## config.mk

```make
export PLATFORM = sky130hd
export DESIGN_NAME = usb_host_receiver
export DESIGN_NICKNAME = d
export VERILOG_FILES = /design/src/rtl/usb_ctrl_pkg.sv /design/src/rtl/usb_rx_shift.sv /design/src/rtl/usb_host_receiver.sv
export SDC_FILE = /design/constraint.sdc
export NUM_CORES = 1
export LEC_CHECK = 0
export ABC_CLOCK_PERIOD_IN_PS = 2400
export CAP_MARGIN = 20
export CORE_ASPECT_RATIO = 0.6
export CORE_MARGIN = 2
export CORE_UTILIZATION = 51
export DETAILED_ROUTE_END_ITERATION = 6
export PLACE_DENSITY = 0.83
export SYNTH_ARGS = -nofsm -noshare
export SYNTH_HDL_FRONTEND = slang
export SYNTH_SLANG_ARGS = --single-unit
```

## constraint.sdc

```tcl
create_clock -name clk -period 2.4 [get_ports clk]
set_clock_uncertainty 0.2 [all_clocks]
set_input_delay 0.72 -clock clk [delete_from_list [all_inputs] [get_ports clk]]
set_output_delay 0.72 -clock clk [all_outputs]
set_load 0.05 [all_outputs]
```

## src/rtl/usb_ctrl_pkg.sv

```systemverilog
// Shared definitions for the game-controller link: FSM states, operation codes,
// reset positions and direction/button bit positions.
package usb_ctrl_pkg;

    typedef enum logic [1:0] {
        ST_IDLE,
        ST_SHIFT,
        ST_COMMIT
    } state_e;

    localparam logic [3:0] OP_MOVE = 4'h0;
    localparam logic [3:0] OP_A    = 4'h9;
    localparam logic [3:0] OP_B    = 4'hB;
    localparam logic [3:0] OP_X    = 4'hD;
    localparam logic [3:0] OP_Y    = 4'hF;

    localparam logic [3:0] X_INIT_DEF = 4'hA;
    localparam logic [3:0] Y_INIT_DEF = 4'h8;

    localparam int unsigned DIR_L = 3;
    localparam int unsigned DIR_R = 2;
    localparam int unsigned DIR_U = 1;
    localparam int unsigned DIR_D = 0;

    localparam int unsigned BTN_A = 3;
    localparam int unsigned BTN_B = 2;
    localparam int unsigned BTN_X = 1;
    localparam int unsigned BTN_Y = 0;

endpackage

```

## src/rtl/usb_rx_shift.sv

```systemverilog
// Dual-lane 8-bit deserialiser with sample counter; also accepts a parallel
// word so that both paths commit from the same registers.
module usb_rx_shift (
    input  logic       clk_i,
    input  logic       reset_i,
    input  logic       start_i,
    input  logic       shift_i,
    input  logic       load_i,
    input  logic       coord_bit_i,
    input  logic       op_bit_i,
    input  logic [7:0] par_coord_i,
    input  logic [3:0] par_op_i,
    output logic       full_o,
    output logic [2:0] cnt_o,
    output logic [7:0] coord_sr_o,
    output logic [7:0] op_sr_o
);

    logic [2:0] cnt_q;
    logic [7:0] coord_q;
    logic [7:0] op_q;

    always_ff @(posedge clk_i or posedge reset_i) begin
        if (reset_i) begin
            cnt_q   <= '0;
            coord_q <= '0;
            op_q    <= '0;
        end else if (load_i) begin
            // Parallel op lands in the serial op position; its pad bits are zero.
            coord_q <= par_coord_i;
            op_q    <= {par_op_i, 4'h0};
            cnt_q   <= '0;
        end else if (start_i) begin
            coord_q <= {7'b0, coord_bit_i};
            op_q    <= {7'b0, op_bit_i};
            cnt_q   <= 3'd1;
        end else if (shift_i) begin
            coord_q <= {coord_q[6:0], coord_bit_i};
            op_q    <= {op_q[6:0], op_bit_i};
            cnt_q   <= cnt_q + 3'd1;
        end
    end

    assign full_o     = (cnt_q == 3'd7);
    assign cnt_o      = cnt_q;
    assign coord_sr_o = coord_q;
    assign op_sr_o    = op_q;

endmodule

```

## src/rtl/usb_host_receiver.sv

```systemverilog
// Host-side receiver: frame FSM, operation/direction decode and validation,
// held position registers and one-cycle event pulses.
module usb_host_receiver
    import usb_ctrl_pkg::*;
#(
    parameter logic [3:0] X_INIT    = X_INIT_DEF,
    parameter logic [3:0] Y_INIT    = Y_INIT_DEF,
    parameter bit         CHECK_OPS = 1'b1
) (
    input  logic       clk,
    input  logic       reset,
    input  logic       rx_valid,
    input  logic       rx_coord,
    input  logic       rx_op,
    input  logic       par_valid,
    input  logic [7:0] par_coord,
    input  logic [3:0] par_op,
    output logic [3:0] x_pos,
    output logic [3:0] y_pos,
    output logic [3:0] op_code,
    output logic [3:0] dir,
    output logic [3:0] btn,
    output logic       frame_done,
    output logic       frame_err
);

    state_e     state_q, state_d;
    logic       start, shift, load, abort;
    logic       full;
    logic [2:0] cnt;
    logic [7:0] coord_sr, op_sr;

    logic [3:0] x_q, x_d, y_q, y_d, op_q, op_d, dir_q, dir_d, btn_q, btn_d;
    logic       done_q, done_d, err_q, err_d;
    logic [3:0] new_x, new_y, new_op, dx, dy, dir_dec, btn_dec;
    logic       move_bad, op_bad, pad_bad;

    usb_rx_shift u_shift (
        .clk_i       (clk),
        .reset_i     (reset),
        .start_i     (start),
        .shift_i     (shift),
        .load_i      (load),
        .coord_bit_i (rx_coord),
        .op_bit_i    (rx_op),
        .par_coord_i (par_coord),
        .par_op_i    (par_op),
        .full_o      (full),
        .cnt_o       (cnt),
        .coord_sr_o  (coord_sr),
        .op_sr_o     (op_sr)
    );

    always_comb begin
        state_d = state_q;
        start   = 1'b0;
        shift   = 1'b0;
        load    = 1'b0;
        abort   = 1'b0;
        unique case (state_q)
            ST_IDLE: begin
                if (rx_valid) begin
                    start   = 1'b1;
                    state_d = ST_SHIFT;
                end else if (par_valid) begin
                    load    = 1'b1;
                    state_d = ST_COMMIT;
                end
            end
            ST_SHIFT: begin
                if (rx_valid) begin
                    shift = 1'b1;
                    if (full) state_d = ST_COMMIT;
                end else begin
                    abort   = 1'b1;
                    state_d = ST_IDLE;
                end
            end
            ST_COMMIT: state_d = ST_IDLE;
            default:   state_d = ST_IDLE;
        endcase
    end

    // Deltas are mod-16, so wrap-around steps decode like any other single step.
    always_comb begin
        new_x    = coord_sr[7:4];
        new_y    = coord_sr[3:0];
        new_op   = op_sr[7:4];
        pad_bad  = |op_sr[3:0];
        dx       = new_x - x_q;
        dy       = new_y - y_q;
        dir_dec  = '0;
        move_bad = 1'b0;
        if (dy == 4'h0) begin
            case (dx)
                4'h0:    ;
                4'h1:    dir_dec[DIR_R] = 1'b1;
                4'hF:    dir_dec[DIR_L] = 1'b1;
                default: move_bad = 1'b1;
            endcase
        end else if (dx == 4'h0) begin
            case (dy)
                4'h1:    dir_dec[DIR_U] = 1'b1;
                4'hF:    dir_dec[DIR_D] = 1'b1;
                default: move_bad = 1'b1;
            endcase
        end else begin
            move_bad = 1'b1;
        end

        btn_dec = '0;
        op_bad  = 1'b0;
        case (new_op)
            OP_A:    btn_dec[BTN_A] = 1'b1;
            OP_B:    btn_dec[BTN_B] = 1'b1;
            OP_X:    btn_dec[BTN_X] = 1'b1;
            OP_Y:    btn_dec[BTN_Y] = 1'b1;
            OP_MOVE: ;
            default: op_bad = 1'b1;
        endcase
        if (CHECK_OPS && pad_bad) btn_dec = '0;
    end

    always_comb begin
        x_d    = x_q;
        y_d    = y_q;
        op_d   = op_q;
        dir_d  = '0;
        btn_d  = '0;
        done_d = 1'b0;
        err_d  = abort;
        if (state_q == ST_COMMIT) begin
            x_d    = new_x;
            y_d    = new_y;
            op_d   = new_op;
            dir_d  = dir_dec;
            btn_d  = btn_dec;
            done_d = 1'b1;
            err_d  = CHECK_OPS && (move_bad || op_bad || pad_bad);
        end
    end

    always_ff @(posedge clk or posedge reset) begin
        if (reset) begin
            state_q <= ST_IDLE;
            x_q     <= X_INIT;
            y_q     <= Y_INIT;
            op_q    <= '0;
            dir_q   <= '0;
            btn_q   <= '0;
            done_q  <= 1'b0;
            err_q   <= 1'b0;
        end else begin
            state_q <= state_d;
            x_q     <= x_d;
            y_q     <= y_d;
            op_q    <= op_d;
            dir_q   <= dir_d;
            btn_q   <= btn_d;
            done_q  <= done_d;
            err_q   <= err_d;
        end
    end

    assign x_pos      = x_q;
    assign y_pos      = y_q;
    assign op_code    = op_q;
    assign dir        = dir_q;
    assign btn        = btn_q;
    assign frame_done = done_q;
    assign frame_err  = err_q;

endmodule

```

==> flow_summary_export.csv, run 1 <==
group,metric,value,unit
setup_path,r2r-start,"x_pos[0]",
logic_synthesis,yosysWarningCount,0,
setup_path,worstSetupPathType,"reg2reg",
clocking,cts_hold_buffers,0,
die,core_area,3786,µm²
clocking,clock_path_buffers,2,
setup_path,r2r_cells,7,
setup_path,slowest_stage,"dfrtp_2",
placement,dpl.hpwl,3037,µm
grt,antenna_found_initial,0,
detailed_routing,avgViaCountPerCell,5.420,
grt,grt_pass1_vias,1597,
detailed_routing,routedWlPerCell,14.02,µm
logic_synthesis,synth_edf_count,0,
sta,maxSlewHeadroom,64.24,%
clocking,root_buffer,"clkbuf_8",
cells_and_area,nets,299,
sta,worst_pin_slew,0.5358,ns
cells_and_area,diodes,0,
sta,setup-violations-final,0,
die,start_util,54.63,%
sta,final_max_slew_viol_count,0,
logic_synthesis,synth_cells,227,
clocking,cts_tree,"yes",
cells_and_area,final_common_cell,"nand2_1",
setup_path,cp.required,2.37,ns
logic_synthesis,ys_ff_latch,43,
cells_and_area,stdcell_count,319,
detailed_routing,drc_errors,0,
power_and_ir_drop,p_per_area,844.5,nW/µm²
clocking,cts_buffers,5,
cells_and_area,layout_common_cells,"nand2_1 (47), dfrtp_1 (39), o21ai_0 (24)",
hold_path,worstHoldEndpoint,"y_pos[3]",
die,dieArea,4597,µm²
status,status,"completed",
run,maxCapViolCount,0,
detailed_routing,wl,4473,µm
grt,grt_overflow,0,
power_and_ir_drop,p_leak,1.304,nW
cells_and_area,area_delta_synth_final,30.43,%
sta,fin_tns_setup,0,ns
die,chipHeight,53.33,µm
logic_synthesis,synthArstFlopShare,100.0,%
setup_path,critPathMaxStageDelay,0.43,ns
grt,grt_max_degree,44,
die,dieWidth,86.21,µm
sta,hold_viol,0,
placement,place_congestion,0.7941,
die,num_rows,17,
setup_path,cp.arrival,2.34,ns
detailed_routing,vias,1729,
detailed_routing,drt-pass1-iter-count,4,
logic_synthesis,postSynthAreaPerCell,9.111,µm²
placement,place_inst,310,
placement,port_buffers,39,
clocking,cts-htree-levels,2,
detailed_routing,drtAntennaViolNets,0,
sta,rsz0062_at_grt,"yes",
logic_synthesis,syn_nets,255,
sta,fmax,422.1,MHz
clocking,cts.sinks,43,
setup_path,r2r_slack,0.03,ns
hold_path,hp-start,"y_pos[3]",
sta,finalCriticalPeriod,2.369,ns
hold_path,holdPathStages,2,
setup_path,reg2reg_to,"frame_err",
cells_and_area,drive_above_1_share,15.81,%
grt,grt_pass1_wl,7452,µm
setup_path,cp-start-kind,"flop",
logic_synthesis,seq_area_frac_synth,52.21,%
logic_synthesis,synth_ff_type,"dfrtp_1",
clocking,clk_transition_reported_paths,0.08,ns
hold_path,hp-class,"reg2reg",
logic_synthesis,synth_cell_types,29,
clocking,clock_latency,0.30,ns
logic_synthesis,synth_area,2068,µm²
die,io_pins,40,
sta,timing.final.crit_share,98.71,%
detailed_routing,detail_route.iter0.violations,147,
setup_path,crit_fanout,3,
setup_path,path_cells,"ha_4, fa_2, xor2_2, or3_1, or3_4, nand4_1, nand4b_1",
grt,grt_usage,21.58,%
power_and_ir_drop,ir_drop,432.7,µV
setup_path,end_kind,"flop",
worst max-delay path, delay by kind of cell, from the launching register on:
family	cells	cell delay [ns]
XOR/XNOR	1	0.16
adder cells (fa/ha/maj)	2	0.56
AND/OR/NAND/NOR	4	0.89
flip-flops	1	0.43
cells by family after synthesis:
| family | count (synthesis) | synth area share (%) |
|---|---|---|
| AND/OR/NAND/NOR | 98 | 22.32 |
| AO/OA/AOI/OAI | 50 | 12.82 |
| flip-flops | 43 | 52.21 |
| buffers and inverters | 22 | 4.174 |
| adder cells (fa/ha/maj) | 10 | 6.776 |
| XOR/XNOR | 4 | 1.694 |
report_power, final:
group / switching (mW) / internal [mW]
logic: 0.450 / 0.267
registers: 0.0726 / 0.814
clock network: 0.259 / 0.415
total: 0.782 / 1.50
timing repair:
item / in CTS / in global routing
buffers inserted: 0 / 1
endpoints found under the setup margin: 0 / 3
resized for setup: 0 / 7
synthesized netlist by cell type, types with 3 or more instances:
| library cell | instances | area (µm²) |
|---|---|---|
| ha_1 | 8 | 100.1 |
| nor2_1 | 11 | 41.29 |
| nand2b_1 | 3 | 18.77 |
| nand2_1 | 47 | 176.4 |
| a31oi_1 | 4 | 25.02 |
| nor3_1 | 5 | 25.02 |
| dfstp_2 | 3 | 78.83 |
| a21oi_1 | 17 | 85.08 |
| xor2_1 | 4 | 35.03 |
| and3_1 | 10 | 62.56 |
| dfrtp_1 | 40 | 1001 |
| nand3_1 | 7 | 35.03 |
| inv_1 | 12 | 45.04 |
| buf_2 | 3 | 15.01 |
| nor4_1 | 3 | 18.77 |
| o21ai_0 | 24 | 120.1 |
| clkbuf_1 | 7 | 26.28 |
flip-flops by register name (all words and copies together) (netlist names):
register and count:
state_q 2, u_shift.op_sr_o 8, u_shift.coord_sr_o 8, x_pos 4
frame_done 1, dir 4, u_shift.cnt_o 3, frame_err 1
y_pos 4, op_code 4, btn 4
routing by layer:
metal / vias to the layer above / global-route usage, % / wire [µm]
met1: 814 / 30.52 / 2184
li1: 858 / - / -
met5: - / 0 / 0
met2: 51 / 32.04 / 1970
met3: 6 / 6.240 / 273
met4: 0 / 7.031 / 44
through the flow:
step | utilization, % | hold WS [ns] | power, mW | instance area, µm² | setup slack [ns]
after floorplan | - | 0.2725 | 1.362 | 2072 | 0.01825
after global placement | 66.62 | 0.2626 | 1.553 | 2522 | 0.1458
after detailed placement | 66.62 | 0.2711 | 1.574 | 2522 | 0.08528
after CTS | 70.22 | 0.2838 | 2.256 | 2659 | 0.03896
after global routing | 71.25 | 0.2887 | 2.407 | 2698 | -0.02668
final | 71.25 | 0.2835 | 2.278 | 2698 | 0.03104
worst max-delay path by stage:
stage	start	end	slack, ns	cells after the start
floorplan	x_pos[0]	frame_err	0.02	7
global placement	x_pos[0]	frame_err	0.15	7
detailed placement	x_pos[0]	frame_err	0.09	7
CTS	btn[2]	btn[2]	0.04	1
global route	u_shift.coord_sr_o[4]	frame_err	-0.03	8
finish	x_pos[0]	frame_err	0.03	7
area by class of cell:
| type | count | area (µm²) |
|---|---|---|
| repair buffers | 47 | 437.9 |
| clock inverters | 3 | 67.56 |
| well taps | 47 | 58.81 |
| multi-input cells | 162 | 938.4 |
| clock buffers | 5 | 68.82 |
| flip-flops and latches | 43 | 1081 |
| fillers | 299 | 1089 |
| inverters | 12 | 45.04 |
No activity file was read; power rests on OpenSTA's default activity.
==> inputs of run 2 (changes only) <==
CORE_UTILIZATION = 52   (was 51)
PLACE_DENSITY = 0.84   (was 0.83)
SLEW_MARGIN = 10   (was unset)
SYNTH_HIERARCHICAL = 1   (was unset)
==> run 2 against run 1 <==
Critical path depth shrank 6; global-route usage grew 0.89 points; sequential share of layout area shrank 1.3 points; flip-flop and latch count is the same; setup slack gained 0.018 ns; power grew 2.5%; sequential power grew 2%; die area grew 2.0%; worst hold slack lost 0.0052 ns; clock-buffer cell count is the same; combinational power grew 19%; final cell count shrank 1.9%; largest power group unchanged; highest routed layer unchanged.
==> flow_summary_export.csv, run 2 <==
group,metric,value,unit
status,status,"completed",
grt,grt_usage,22.48,%
setup_path,crit_buf_inv,1,
sta,hold-worst-slack,0.2783,ns
clocking,clk_transition_reported_paths,0.09,ns
cells_and_area,layout_common_cells,"nand2_1 (40), dfrtp_1 (39), buf_4 (24)",
placement,dpl-instance-area,2633,µm²
sta,maxSlewHeadroom,66.16,%
cells_and_area,diodes,0,
die,start_util,53.15,%
clocking,cts_buffers,5,
setup_path,crit_fanout,1,
detailed_routing,drc_errors,0,
detailed_routing,routedWlPerCell,14.75,µm
die,io_pins,40,
die,num_rows,18,
hold_path,holdPathStages,2,
logic_synthesis,synthArstFlopShare,100.0,%
setup_path,r2r_cells,7,
clocking,clock_path_buffers,2,
grt,grt_pass1_vias,1604,
sta,hold_viol,0,
placement,place_congestion,0.8653,
grt,grt_overflow,0,
setup_path,path_cells,"clkdlybuf4s50_1",
placement,port_buffers,39,
logic_synthesis,synth_cell_types,40,
die,core_area,4054,µm²
clocking,cts_hold_buffers,0,
logic_synthesis,synth_area,2155,µm²
grt,top_usage_layer,"met2",
cells_and_area,final_area,2789,µm²
cells_and_area,final_common_cell,"nand2_1",
sta,finalCriticalPeriod,2.351,ns
clocking,clock_latency,0.31,ns
placement,dpl.hpwl,3364,µm
sta,setup-violations-final,0,
grt,grt_util_met3,7.975,%
sta,final_max_slew_viol_count,0,
logic_synthesis,yosysWarningCount,6,
detailed_routing,vias,1675,
clocking,cts-htree-levels,2,
sta,timing.final.crit_share,97.96,%
hold_path,hp-class,"reg2reg",
sta,fin_ws,0.04893,ns
grt,antenna_found_initial,0,
clocking,cts_tree,"yes",
cells_and_area,drive_above_1_share,20.15,%
die,dieArea,4691,µm²
detailed_routing,wl,4616,µm
detailed_routing,drtAntennaViolNets,0,
sta,worst_pin_slew,0.5068,ns
grt,met2_usage,35.62,%
logic_synthesis,syn_nets,240,
placement,pre_cts_ws,-0.08596,ns
hold_path,worstHoldEndpoint,"op_code[2]",
logic_synthesis,synth_edf_count,0,
setup_path,path_delay_family,"buffers and inverters",
setup_path,critPathLaunch,"dir[3]",
clocking,cts.sinks,43,
logic_synthesis,postSynthAreaPerCell,10.16,µm²
power_and_ir_drop,ir_drop,437.5,µV
grt,grt_pass1_wl,7659,µm
setup_path,cp-start-kind,"flop",
grt,grt_max_degree,25,
setup_path,r2r_slack,0.11,ns
cells_and_area,utilization,68.80,%
setup_path,slowest_stage,"clkdlybuf4s50_1",
detailed_routing,avgViaCountPerCell,5.351,
grt,gr-usage-met1,29.82,%
die,chipHeight,53.86,µm
setup_path,critPathMaxStageDelay,0.79,ns
detailed_routing,detail_route.iter0.violations,41,
setup_path,worstSetupPathType,"reg2out",
clocking,root_buffer,"clkbuf_8",
logic_synthesis,synth_ff_type,"dfrtp_1",
die,dieWidth,87.10,µm
power_and_ir_drop,p_leak,1.369,nW
detailed_routing,drt-pass1-iter-count,4,
setup_path,reg2reg_to,"frame_err",
logic_synthesis,yosys-top-cells-count,"dfrtp_1 (40), nand2_1 (40), mux2i_1 (16), inv_1 (14), o21ai_0 (13)",
logic_synthesis,synth_top_area_cell,"dfrtp_1",
setup_path,end_kind,"output pin",
setup_path,cp.required,1.48,ns
logic_synthesis,seq_area_frac_synth,50.12,%
logic_synthesis,synthTopCellsByArea,"dfrtp_1 (46%), mux2i_1 (7.4%), nand2_1 (7.0%)",
sta,fmax,425.3,MHz
logic_synthesis,netlist.area_leader.share,46.46,%
cells_and_area,nets,290,
setup_path,r2r-start,"x_pos[0]",
power_and_ir_drop,p_per_area,837.1,nW/µm²
logic_synthesis,ys_ff_latch,43,
run,maxCapViolCount,0,
power_and_ir_drop,p_total,2.335,mW
setup_path,cp.arrival,1.43,ns
logic_synthesis,synth_cells,212,
cells_and_area,area_delta_synth_final,29.44,%
hold_path,hp-start,"op_code[2]",
==> run 2: changes by cell type after synthesis, moves of 3 or more <==
cell,before,now
and3_1,10,1
buf_2,3,0
a21oi_1,17,7
buf_6,0,3
nand2_1,47,40
o21ai_2,0,5
clkbuf_1,7,3
a31oi_1,4,1
mux2i_1,0,16
o21ai_0,24,13
==> run 2: where the power goes <==
group / leakage (nW) / switching [mW] / total, mW / internal, mW
registers: 0.564 / 0.0838 / 0.905 / 0.822
logic: 0.746 / 0.506 / 0.852 / 0.346
clock network: 0.0581 / 0.267 / 0.577 / 0.310
total: 1.37 / 0.857 / 2.33 / 1.48
==> run 2: worst max path at each step <==
stage,endpoint,slack (ns),depth (start not counted)
2_1_floorplan,frame_err,0.01,7
3_3_place_gp,u_shift/coord_sr_o[0],0.03,6
3_5_place_dp,u_shift/coord_sr_o[0],-0.09,6
4_1_cts,frame_done,0.02,1
5_1_grt,frame_err,-0.02,7
6_report,dir[3],0.05,1
==> run 2: logic make-up (layout without fill, tap and decap cells) <==
| group | count (synthesis) | count (layout) | synth area share (%) |
|---|---|---|---|
| AO/OA/AOI/OAI | 33 | 33 | 9.814 |
| XOR/XNOR | 5 | 5 | 2.381 |
| adder cells (fa/ha/maj) | 10 | 10 | 6.504 |
| buffers and inverters | 23 | 74 | 5.400 |
| flip-flops | 43 | 43 | 50.12 |
| multiplexers | 16 | 16 | 7.433 |
| AND/OR/NAND/NOR | 82 | 82 | 18.35 |
==> run 2: routing by layer <==
metal / vias up / part of all wire (%)
li1: 821 / -
met1: 806 / 49
met2: 43 / 45
met3: 5 / 4.8
met4: 0 / 0.78
met5: - / 0
==> run 2: metrics by stage <==
step,std cells,TNS (ns)
2_1_floorplan,212,0
3_3_place_gp,304,0
3_5_place_dp,304,-0.3869
4_1_cts,312,0
5_1_grt,313,-0.03887
6_report,313,0
==> run 2: layout make-up <==
type / instances / area (µm²)
Tap cell: 50 / 62.56
Multi-Input combinational cell: 146 / 993.5
Timing Repair Buffer: 51 / 483.0
Sequential cell: 43 / 1081
Inverter: 15 / 56.30
Fill cell: 324 / 1265
Clock inverter: 3 / 43.79
Clock buffer: 5 / 68.82
==> run 2: repair_timing <==
| item | 4_1_cts | 5_1_grt |
|---|---|---|
| buffers inserted | 0 | 1 |
| setup endpoints to repair | 0 | 7 |
| resized for setup | 0 | 9 |
==> inputs of run 3 (changes only) <==
CORE_MARGIN = unset   (was 2)
==> run 3 against run 2 <==
Clock-buffer cell count grew 3; worst hold slack better by 0.0051 ns; via count up 0.24%; setup slack improved by 0.011 ns; sequential power about the same; wire length fell by 1.8%; register-to-register slack worse by 0.03 ns; highest routed layer unchanged; power fell by 2.7%; fmax increased by 0.47%; critical path type unchanged.
==> flow_summary_export.csv, run 3 (synthesis results as in run 2) <==
group,metric,value,unit
cells_and_area,layout_common_cells,"nand2_1 (40), dfrtp_1 (39), buf_4 (26)",
grt,grt_max_degree,25,
setup_path,path_cells,"clkdlybuf4s50_1",
die,core_area,3807,µm²
clocking,cts_buffers,5,
setup_path,slowest_stage,"clkdlybuf4s50_1",
detailed_routing,drtAntennaViolNets,0,
power_and_ir_drop,p_leak,1.288,nW
die,dieWidth,85.10,µm
die,start_util,56.59,%
power_and_ir_drop,ir_drop,445.7,µV
cells_and_area,final_common_cell,"nand2_1",
setup_path,crit_fanout,1,
clocking,clock_latency,0.29,ns
cells_and_area,stdcell_count,312,
detailed_routing,drc_errors,0,
detailed_routing,vias,1679,
run,maxCapViolCount,0,
cells_and_area,utilization,72.99,%
clocking,cts-htree-levels,2,
sta,final_max_slew_viol_count,0,
clocking,cts_tree,"yes",
clocking,cts.sinks,43,
sta,timing.final.crit_share,97.50,%
sta,setup-violations-final,0,
hold_path,hp-class,"reg2reg",
clocking,clock_path_buffers,2,
setup_path,cp.required,1.48,ns
detailed_routing,detail_route.iter0.violations,69,
setup_path,critPathMaxStageDelay,0.79,ns
detailed_routing,wl,4532,µm
setup_path,end_kind,"output pin",
sta,fmax,427.4,MHz
cells_and_area,nets,292,
setup_path,path_delay_family,"buffers and inverters",
die,chipHeight,51.86,µm
setup_path,cp-start-kind,"flop",
die,io_pins,40,
sta,finalCriticalPeriod,2.340,ns
cells_and_area,diodes,0,
grt,antenna_found_initial,0,
sta,maxSlewHeadroom,66.91,%
detailed_routing,routedWlPerCell,14.53,µm
setup_path,worstSetupPathType,"reg2out",
cells_and_area,area_delta_synth_final,28.98,%
power_and_ir_drop,p_total,2.272,mW
clocking,root_buffer,"clkbuf_8",
power_and_ir_drop,p_per_area,817.4,nW/µm²
placement,dpl.hpwl,3272,µm
die,dieArea,4413,µm²
grt,grt_pass1_vias,1671,
status,status,"completed",
detailed_routing,drt-pass1-iter-count,4,
placement,place_inst,302,
sta,worst_pin_slew,0.4918,ns
grt,grt_usage,23.83,%
placement,place_congestion,0.7989,
setup_path,cp.arrival,1.42,ns
die,num_rows,17,
cells_and_area,drive_above_1_share,20.75,%
sta,hold_viol,0,
grt,grt_pass1_wl,7803,µm
detailed_routing,avgViaCountPerCell,5.381,
clocking,clk_transition_reported_paths,0.08,ns
setup_path,crit_buf_inv,1,
grt,grt_overflow,0,
placement,port_buffers,39,
==> run 3: cell count changes in the layout (fill, tap and decap cells not counted), moves of 2 or more <==
| cell | change |
|---|---|
| dlymetal6s2s_1 | -5 |
| clkdlybuf4s50_1 | +4 |
| buf_4 | +2 |
| clkbuf_8 | +2 |
==> run 3: final timing paths <==
kind / from / end / slack [ns] / cells after the start
worst max-delay path: dir[2] / dir[2] / 0.06 / 1
worst min-delay path: op_code[1] / op_code[1] / 0.28 / 2
worst max register to register: u_shift/coord_sr_o[4] / frame_err / 0.08 / 8
worst min register to register: op_code[1] / op_code[1] / 0.28 / 2
max in group asynchronous: reset / y_pos[3] / 1.11 / 3
min in group asynchronous: reset / u_shift/coord_sr_o[6] / 0.57 / 3
==> run 3: report_power, final <==
part | switching [mW] | internal, mW | total (mW)
registers | 0.0864 | 0.822 | 0.908
clock network | 0.245 | 0.263 | 0.507
logic | 0.503 | 0.353 | 0.856
==> run 3: cell type report <==
type,instances,area [µm²]
tap,47,58.81
timing repair buffer,53,495.5
fill,282,1028
inverter,15,56.30
sequential,43,1081
clock buffer,8,100.1
multi-input combinational,146,987.2
==> run 3: timing repair <==
item	4_1_cts	5_1_grt
setup endpoints to repair	0	1
buffers inserted	0	2
hold buffers	0	0
gates resized for setup	0	4
==> run 3: per-layer routing <==
layer	wire length (µm)	global-route usage, %
met1	2226	34.38
met2	1958	36.16
met3	304	5.556
met4	43	7.062
met5	0	0
==> run 3: tightest hold or removal path: cells and delay by family, from the launching register on <==
kind	cells	cell delay [ns]
and+or+nand+nor	2	0.11
DFF	1	0.35
==> run 3: metrics by stage <==
step                setup TNS, ns  cell area (µm²)  hold WS [ns]  worst slack [ns]
finish                          0             2779        0.2834           0.06000
global route             -0.03227             2779        0.3076          -0.03227
CTS                             0             2746        0.2823           0.05295
detailed placement       -0.01339             2646        0.2695         -0.008166
global placement                0             2646        0.2599           0.02752
floorplan                       0             2158        0.2820          0.009686
